--- config.mk ---
export PLATFORM = sky130hd
export DESIGN_NAME = ms_wb_master
export DESIGN_NICKNAME = d
export VERILOG_FILES = /design/src/rtl/ms_wb_pkg.sv /design/src/rtl/ms_wb_tmo_cnt.sv /design/src/rtl/ms_wb_master.sv
export SDC_FILE = /design/constraint.sdc
export NUM_CORES = 1
export LEC_CHECK = 0
export ABC_AREA = 1
export CAP_MARGIN = 20
export CORE_MARGIN = 8
export CORE_UTILIZATION = 48
export CTS_CLUSTER_SIZE = 10
export DETAILED_ROUTE_END_ITERATION = 8
export PLACE_DENSITY_LB_ADDON = 0.2
export SYNTH_ARGS = -nofsm -noshare
export SYNTH_HDL_FRONTEND = slang
export SYNTH_HIERARCHICAL = 1
export SYNTH_SLANG_ARGS = --single-unit
--- constraint.sdc ---
create_clock -name clk_i -period 5.6 [get_ports clk_i]
set_clock_uncertainty 0.1 [all_clocks]
set_input_delay 0.84 -clock clk_i [delete_from_list [all_inputs] [get_ports clk_i]]
set_output_delay 0.84 -clock clk_i [all_outputs]
set_load 0.01 [all_outputs]
--- src/rtl/ms_wb_pkg.sv ---
// Shared definitions for the Wishbone classic burst master: FSM encoding,
// address step and timeout counter width.
package ms_wb_pkg;

  typedef enum logic [2:0] {
    IDLE,
    WDATA,
    BUS,
    RESP,
    FIN
  } state_t;

  localparam int          TMO_W    = 16;
  localparam logic [31:0] ADR_STEP = 32'd4;

  // Word-aligned increment; wraps naturally at 32 bits (0xFFFFFFFC -> 0).
  function automatic logic [31:0] next_adr(input logic [31:0] adr);
    return adr + ADR_STEP;
  endfunction

endpackage

--- src/rtl/ms_wb_tmo_cnt.sv ---
// Per-beat Wishbone timeout counter: held at zero while cleared, counts
// enabled cycles, flags the cycle whose increment would reach LIMIT.
module ms_wb_tmo_cnt
  import ms_wb_pkg::*;
#(
  parameter logic [TMO_W-1:0] LIMIT = TMO_W'(255)
)
(
  input  logic clk_i,
  input  logic rst_i,
  input  logic i_clear,
  input  logic i_enable,
  output logic o_expire
);

  logic [TMO_W-1:0] r_count;
  logic [TMO_W-1:0] w_count_inc;

  assign w_count_inc = r_count + TMO_W'(1);

  always_ff @(posedge clk_i or posedge rst_i) begin
    if (rst_i) begin
      r_count <= '0;
    end else if (i_clear) begin
      r_count <= '0;
    end else if (i_enable) begin
      r_count <= w_count_inc;
    end
  end

  // Expiry is only meaningful on a waiting cycle, so an ack in the same cycle wins.
  assign o_expire = i_enable && (w_count_inc == LIMIT);

endmodule

--- src/rtl/ms_wb_master.sv ---
// Wishbone classic initiator: turns a command (address, length, byte select)
// into a burst of single beats fed by write/read data streams, with per-beat timeout.
module ms_wb_master
  import ms_wb_pkg::*;
#(
  parameter int TIMEOUT = 255
)
(
  input  logic        clk_i,
  input  logic        rst_i,
  input  logic        cmd_valid,
  output logic        cmd_ready,
  input  logic        cmd_we,
  input  logic [31:0] cmd_adr,
  input  logic [3:0]  cmd_len,
  input  logic [3:0]  cmd_sel,
  input  logic        wr_valid,
  output logic        wr_ready,
  input  logic [31:0] wr_data,
  output logic        rd_valid,
  input  logic        rd_ready,
  output logic [31:0] rd_data,
  output logic        done,
  output logic        err,
  output logic [31:0] adr_o,
  output logic [31:0] dat_o,
  input  logic [31:0] dat_i,
  output logic [3:0]  sel_o,
  output logic        cyc_o,
  output logic        stb_o,
  output logic        we_o,
  input  logic        ack_i
);

  localparam logic [TMO_W-1:0] TMO_LIMIT = TMO_W'(TIMEOUT);

  state_t      r_state;
  logic        r_we;
  logic [3:0]  r_len;
  logic [3:0]  r_beat;
  logic [3:0]  r_sel;
  logic [31:0] r_adr;
  logic [31:0] r_dat;
  logic [31:0] r_rd_data;
  logic        r_cmd_ready;
  logic        r_wr_ready;
  logic        r_rd_valid;
  logic        r_done;
  logic        r_err;
  logic        r_cyc;
  logic        r_stb;
  logic        r_we_o;

  logic        w_expire;
  logic        w_tmo_clear;
  logic        w_tmo_enable;
  logic        w_advance;
  logic        w_last;

  assign w_tmo_clear  = (r_state != BUS);
  assign w_tmo_enable = (r_state == BUS) && !ack_i;
  // A beat is finished when a write is acked or a read word is taken downstream.
  assign w_advance    = ((r_state == BUS) && ack_i && r_we) ||
                        ((r_state == RESP) && rd_ready);
  assign w_last       = (r_beat == r_len);

  ms_wb_tmo_cnt #(
    .LIMIT (TMO_LIMIT)
  ) u_tmo_cnt (
    .clk_i    (clk_i),
    .rst_i    (rst_i),
    .i_clear  (w_tmo_clear),
    .i_enable (w_tmo_enable),
    .o_expire (w_expire)
  );

  always_ff @(posedge clk_i or posedge rst_i) begin
    if (rst_i) begin
      r_state     <= IDLE;
      r_we        <= 1'b0;
      r_len       <= '0;
      r_beat      <= '0;
      r_sel       <= '0;
      r_adr       <= '0;
      r_dat       <= '0;
      r_rd_data   <= '0;
      r_cmd_ready <= 1'b1;
      r_wr_ready  <= 1'b0;
      r_rd_valid  <= 1'b0;
      r_done      <= 1'b0;
      r_err       <= 1'b0;
      r_cyc       <= 1'b0;
      r_stb       <= 1'b0;
      r_we_o      <= 1'b0;
    end else begin
      unique case (r_state)
        IDLE: begin
          if (cmd_valid) begin
            r_we        <= cmd_we;
            r_adr       <= cmd_adr;
            r_len       <= cmd_len;
            r_sel       <= cmd_sel;
            r_beat      <= '0;
            r_cmd_ready <= 1'b0;
            r_cyc       <= 1'b1;
            r_we_o      <= cmd_we;
            if (cmd_we) begin
              r_wr_ready <= 1'b1;
              r_state    <= WDATA;
            end else begin
              r_stb   <= 1'b1;
              r_state <= BUS;
            end
          end
        end
        WDATA: begin
          if (wr_valid) begin
            r_dat      <= wr_data;
            r_wr_ready <= 1'b0;
            r_stb      <= 1'b1;
            r_state    <= BUS;
          end
        end
        BUS: begin
          if (ack_i) begin
            r_stb <= 1'b0;
            if (!r_we) begin
              r_rd_data  <= dat_i;
              r_rd_valid <= 1'b1;
              r_state    <= RESP;
            end
          end else if (w_expire) begin
            r_stb   <= 1'b0;
            r_cyc   <= 1'b0;
            r_we_o  <= 1'b0;
            r_done  <= 1'b1;
            r_err   <= 1'b1;
            r_state <= FIN;
          end
        end
        RESP: begin
          if (rd_ready) begin
            r_rd_valid <= 1'b0;
          end
        end
        FIN: begin
          r_done      <= 1'b0;
          r_err       <= 1'b0;
          r_cmd_ready <= 1'b1;
          r_state     <= IDLE;
        end
        default: begin
          r_state <= IDLE;
        end
      endcase

      // Next-beat decision overrides the per-state next state above.
      if (w_advance) begin
        if (w_last) begin
          r_cyc   <= 1'b0;
          r_we_o  <= 1'b0;
          r_done  <= 1'b1;
          r_state <= FIN;
        end else begin
          r_beat <= r_beat + 4'd1;
          r_adr  <= next_adr(r_adr);
          if (r_we) begin
            r_wr_ready <= 1'b1;
            r_state    <= WDATA;
          end else begin
            r_stb   <= 1'b1;
            r_state <= BUS;
          end
        end
      end
    end
  end

  assign cmd_ready = r_cmd_ready;
  assign wr_ready  = r_wr_ready;
  assign rd_valid  = r_rd_valid;
  assign rd_data   = r_rd_data;
  assign done      = r_done;
  assign err       = r_err;
  assign adr_o     = r_adr;
  assign dat_o     = r_dat;
  assign sel_o     = r_sel;
  assign cyc_o     = r_cyc;
  assign stb_o     = r_stb;
  assign we_o      = r_we_o;

endmodule
After elaboration in Yosys (flattened, before gate mapping)
Index checks and enable logic that the tools add are counted.
{"block": "word_totals", "in_bits": 111, "register_bits": 136}
{"block": "classes", "n_bitwise": 1, "n_eq_ne": 18, "reduce_logical": 19, "muxes": 62, "n_addsub": 3}
{"cell": "$mux 32", "n": 4}
{"cell": "$mux 1", "n": 34}
{"cell": "$add 32x3->32 const B", "n": 1}
{"cell": "$mux 16", "n": 2}
{"cell": "$mux 3", "n": 7}
{"cell": "$add 16x1->16 const B", "n": 1}
{"cell": "$eq 16x8->1 const B", "n": 1}
{"cell": "$mux 4", "n": 4}
{"cell": "$pmux 1 s2", "n": 7}
{"cell": "$ne 2x2->1 const B", "n": 6}
{"cell": "$pmux 3 s4", "n": 1}
{"cell": "$reduce_bool 2->1", "n": 4}
{"cell": "$eq 3x2->1 const B", "n": 2}
{"cell": "$ne 3x3->1 const B", "n": 2}
{"cell": "$reduce_and 2->1", "n": 3}
{"cell": "$reduce_and 3->1", "n": 2}
{"cell": "$logic_and 1x1->1", "n": 5}
{"cell": "$reduce_and 5->1", "n": 1}
{"cell": "$add 4x1->4 const B", "n": 1}
{"cell": "$eq 4x4->1", "n": 1}
{"cell": "$mux 2", "n": 2}
{"cell": "$ne 4x3->1 const B", "n": 1}
{"cell": "$ne 4x4->1 const B", "n": 1}
{"cell": "$reduce_and 4->1", "n": 1}
{"cell": "9 further kinds", "n": 9}

Logic depth before layout (Yosys ltp)
{"block": "logic_depth", "ltp_word": 9, "depth_mapped": 17, "mapped_depth_nobuf": 17}

Cells and area by module
Netlist, hierarchy kept.
{"module": "ms_wb_master", "instances": 1, "cells_each": 749, "seq_area_each_um2": 3004.1, "area_per_inst_um2": 6143.4}
{"module": "ms_wb_tmo_cnt", "instances": 1, "cells_each": 159, "seq_area_each_um2": 400.4, "area_per_inst_um2": 1099.8}

Worst setup path after synthesis
No wires, ideal clock.
{"block": "synth_timing", "kind": "input-to-reg", "startpoint": "input port ack_i", "endpoint": "register r_state[0]", "arrival_time_ps": 2130, "setup_slack_ps": 3305, "required_time_ps": 5435, "path_stages": 14, "path_buffers": 0, "cell_sequence": "nor2_1 -> nand2_1 -> nand3b_1 -> nor2_1 -> nand2_1 -> nor3_2 -> nand2_1 -> nor2_2 -> inv_1 -> nand2_1 -> nand4_1 -> inv_1 -> nand2_1 -> nand2_1"}
{"block": "synth_via", "elab_chain_len": 5, "elab_cells_between_ends": 15}
{"element": "start: declaration", "line": "ms_wb_master.sv:32", "rtl": "input logic ack_i"}
{"element": "$logic_not 1->1", "line": "ms_wb_master.sv:61", "rtl": "assign w_tmo_enable = (r_state == BUS) && !ack_i;"}
{"element": "$logic_and 1x1->1", "line": "ms_wb_master.sv:61"}
{"element": "$logic_and 1x1->1", "line": "ms_wb_tmo_cnt.sv:32", "rtl": "assign o_expire = i_enable && (w_count_inc == LIMIT);"}
{"element": "net w_expire", "line": "ms_wb_master.sv:54", "rtl": "logic w_expire;"}
{"element": "$ne 4x3->1 (no line)"}
{"element": "$reduce_and 5->1 (no line)"}
{"element": "end signal: assignment", "line": "ms_wb_master.sv:79", "rtl": "r_state <= IDLE;"}
{"element": "end signal: assignment", "line": "ms_wb_master.sv:109", "rtl": "r_state <= WDATA;"}
{"element": "end signal: assignment", "line": "ms_wb_master.sv:112", "rtl": "r_state <= BUS;"}
{"element": "end: declaration", "line": "ms_wb_master.sv:37", "rtl": "state_t r_state;"}
The timed path passes the listed nets, and every way through them passes these cells.
A chain may end at the register's enable or synchronous reset.

Worst setup path in the final report
{"block": "layout_timing", "startpoint": "input port ack_i", "endpoint": "register r_adr[23], in the netlist adr_o[23]"}
{"block": "layout_via", "elab_chain_len": 4}
{"element": "$logic_and 1x1->1 (2 in a row)", "line": "ms_wb_master.sv:63", "rtl": "assign w_advance = ((r_state == BUS) && ack_i && r_we) ||"}
{"element": "$logic_or 1x1->1", "line": "ms_wb_master.sv:63"}
{"element": "$mux 32", "line": "ms_wb_master.sv:158", "rtl": "if (w_advance) begin"}
{"element": "end signal: assignment", "line": "ms_wb_master.sv:100", "rtl": "r_adr <= cmd_adr;"}
{"element": "end signal: assignment", "line": "ms_wb_master.sv:166", "rtl": "r_adr <= next_adr(r_adr);"}
{"element": "end: declaration", "line": "ms_wb_master.sv:42", "rtl": "logic [31:0] r_adr;"}
No other way between the ends.

==> flow_metrics.tcl <==
set metrics [dict create \
    syn_nets 1023 \
    n_fill_cell 1245 \
    synth.distinct_cells 40 \
    tightest_slew_ns 0.896 \
    drtIter0Drc 491 \
    grt_use_met1 0.268 \
    vias 6611 \
    cpMostUsedCell "nand2_2" \
    layout_commonest_cell "nand2_1" \
    netlist_area_um2 7240 \
    io_buffers 218 \
    setup-tns-final_ns 0 \
    synthArstFlopShare 1.00 \
    fin_nets 1237 \
    slew_viol_final 0 \
    yosysWarnings 6 \
    rsz0062_at_grt "false" \
    totalWireLength_mm 20.7 \
    cp_cell_sequence "clkdlybuf4s50_1 -> nand4_1 -> nand2_2 -> nand2_2 -> inv_2 -> nand3_1 -> nand2_1 -> inv_1" \
    final_cell_area_um2 10100 \
    post-cts-setup-buffers 0 \
    postSynthCellCount 908 \
    layout_min_cycle_time_ns 2.69 \
    yosys.area.top_type "dfrtp_1" \
    timing.fmax_mhz 372 \
    p_leak_nw 4.78 \
    grt.total_usage 0.221 \
    gr-usage-met2 0.350 \
    setup_slack_ns 2.91 \
    hold_viol 0 \
    cpLargestDelayFamily "buffers and inverters" \
    drt_pass1_iterations 5 \
    yosysSeqAreaShare 0.470 \
    cp.arrival_ns 2.89 \
    outcome "complete, no violations" \
    p_per_area_nw_per_um2 522 \
    drc_errors 0 \
    synthTopCellsByArea "dfrtp_1, nand2_1, mux2_4, nor2_1, inv_1" \
    die-area_um2 19300 \
    die_w_um 139 \
    maxCapViolations 0 \
    start_util 0.484 \
    boundaryPins 219 \
    power_mw 5.29 \
    ctsHoldBuffers 0 \
    clkTransAtPathRegs_ns 0.06 \
    area_growth_pct 40.0 \
    end_kind "register" \
    relSlewSlack 0.403 \
    setup_viol 0 \
    cts_tree "yes" \
    clock_latency_ns 0.41 \
    dpl_worst_slack_ns 2.51 \
    die_h_um 139 \
    cpMaxStageDelayCell "inv_2" \
    met3_usage 0.0991 \
    viasPerCell 5.00 \
    grt_pass1_wl_mm 34.4 \
    start_kind "primary input" \
    synthFlopType "dfrtp_1" \
    antenna_found_initial 0 \
    cts_sinks 136 \
    core.rowCount 45 \
    holdCritPathClass "register to register" \
    drive_gt1_frac 0.100 \
    n_antenna_cell 0 \
    final_cell_mix "nand2_1, clkdlybuf4s50_1, dfrtp_1" \
    place_hpwl_mm 15.1 \
    place_congestion 0.902 \
    yosysTopAreaCellShare 0.466 \
    grt_max_degree 71 \
    wire_per_inst_um 15.6 \
    top_usage_layer "met2" \
    avgSynthCellArea_um2 7.98 \
    numCtsBuffers 17 \
    worstSetupPathType "primary input to register" \
    path_buf_inv 3 \
    postRouteAntennaNets 0 \
    cts_htree_levels 4 \
    gr-total-overflow 0 \
    core_area_um2 15000 \
    slowest_delay_ns 0.58 \
    irDropWorstVdd_mv 0.388 \
    ctsResizeCount 0 \
    ys_seq_elements 136 \
    worstPathMaxFanout 41 \
    cts_buffer_depth 2 \
    grt_pass1_vias 6697 \
    period_share 0.480 \
    root_buffer "clkbuf_16" \
    cp_data_required_time_ns 5.80 \
    synth_edf_count 0 \
    dpl-instance-area_um2 9510 \
]
-- flip-flops by register name, summed over array words and instances, names as in the netlist, 3 cells and up --
register           count
u_tmo_cnt/r_count     16
dat_o                 32
rd_data               32
adr_o                 32
r_len                  4
sel_o                  4
r_beat                 4
r_state                3
-- tightest hold or removal path: stages (launching register included) --
cell     delay (ns)
dfrtp_1        0.34
nand2_1        0.05
nand2_1        0.05
-- cell families after synthesis --
group / count (synthesis) / synth area share
xor+xnor: 13 / 0.0157
fa+ha+maj: 4 / 0.00691
buf+inv: 113 / 0.0708
compound gates: 74 / 0.0594
flops: 136 / 0.470
simple gates: 536 / 0.312
mux: 32 / 0.0648
-- path summary, 6_finish.rpt --
kind	startpoint	endpoint	slack [ns]	cells after the start
worst max-delay path	ack_i	adr_o[23]	2.91	8
worst min-delay path	dat_o[2]	dat_o[2]	0.37	2
worst max register to register	r_state[0]	r_state[1]	3.06	16
worst min register to register	dat_o[2]	dat_o[2]	0.37	2
max in group asynchronous	rst_i	rd_valid	3.30	3
min in group asynchronous	rst_i	u_tmo_cnt/r_count[12]	0.82	2
-- routing by layer --
| layer | vias to the layer above | share of wire |
|---|---|---|
| met2 | 253 | 0.47 |
| li1 | 3284 | - |
| met3 | 11 | 0.11 |
| met5 | - | 0 |
| met1 | 3063 | 0.42 |
| met4 | 0 | 0.0070 |
-- per-stage QoR --
stage / utilization / hold slack [ns] / std cells
after floorplan: - / 0.362 / 908
after global placement: 0.635 / 0.353 / 1290
after detailed placement: 0.635 / 0.358 / 1290
after CTS: 0.675 / 0.373 / 1322
after global routing: 0.677 / 0.393 / 1323
final: 0.677 / 0.372 / 1323
-- power breakdown --
| part | internal, mW | switching [mW] |
|---|---|---|
| clock | 0.706 | 0.445 |
| sequential | 1.40 | 0.369 |
| combinational | 1.24 | 1.14 |
| total | 3.34 | 1.95 |
-- Yosys cell counts, types with 4 or more instances --
library cell / instances
o21ai_1: 5
buf_4: 6
mux2_4: 29
xor2_1: 11
a21oi_1: 5
o211ai_1: 15
ha_1: 4
or2_2: 6
o21ai_0: 40
clkbuf_1: 4
nor2_1: 82
nand3_1: 50
nand2_1: 355
buf_2: 11
inv_2: 6
nand2_2: 10
buf_6: 7
nor2_2: 8
dfrtp_1: 135
nor2_4: 6
inv_1: 78
nand4_1: 8
-- final cells by class --
class | instances | area (um^2) | share of cell area
Clock inverter | 14 | 174 | 0.0172
Multi-Input combinational cell | 659 | 3330 | 0.329
Inverter | 85 | 322 | 0.0317
Timing Repair Buffer | 223 | 2240 | 0.221
Tap cell | 188 | 235 | 0.0232
Sequential cell | 136 | 3400 | 0.336
Clock buffer | 18 | 429 | 0.0423
Note: power is estimated with default switching activity, not from simulation.
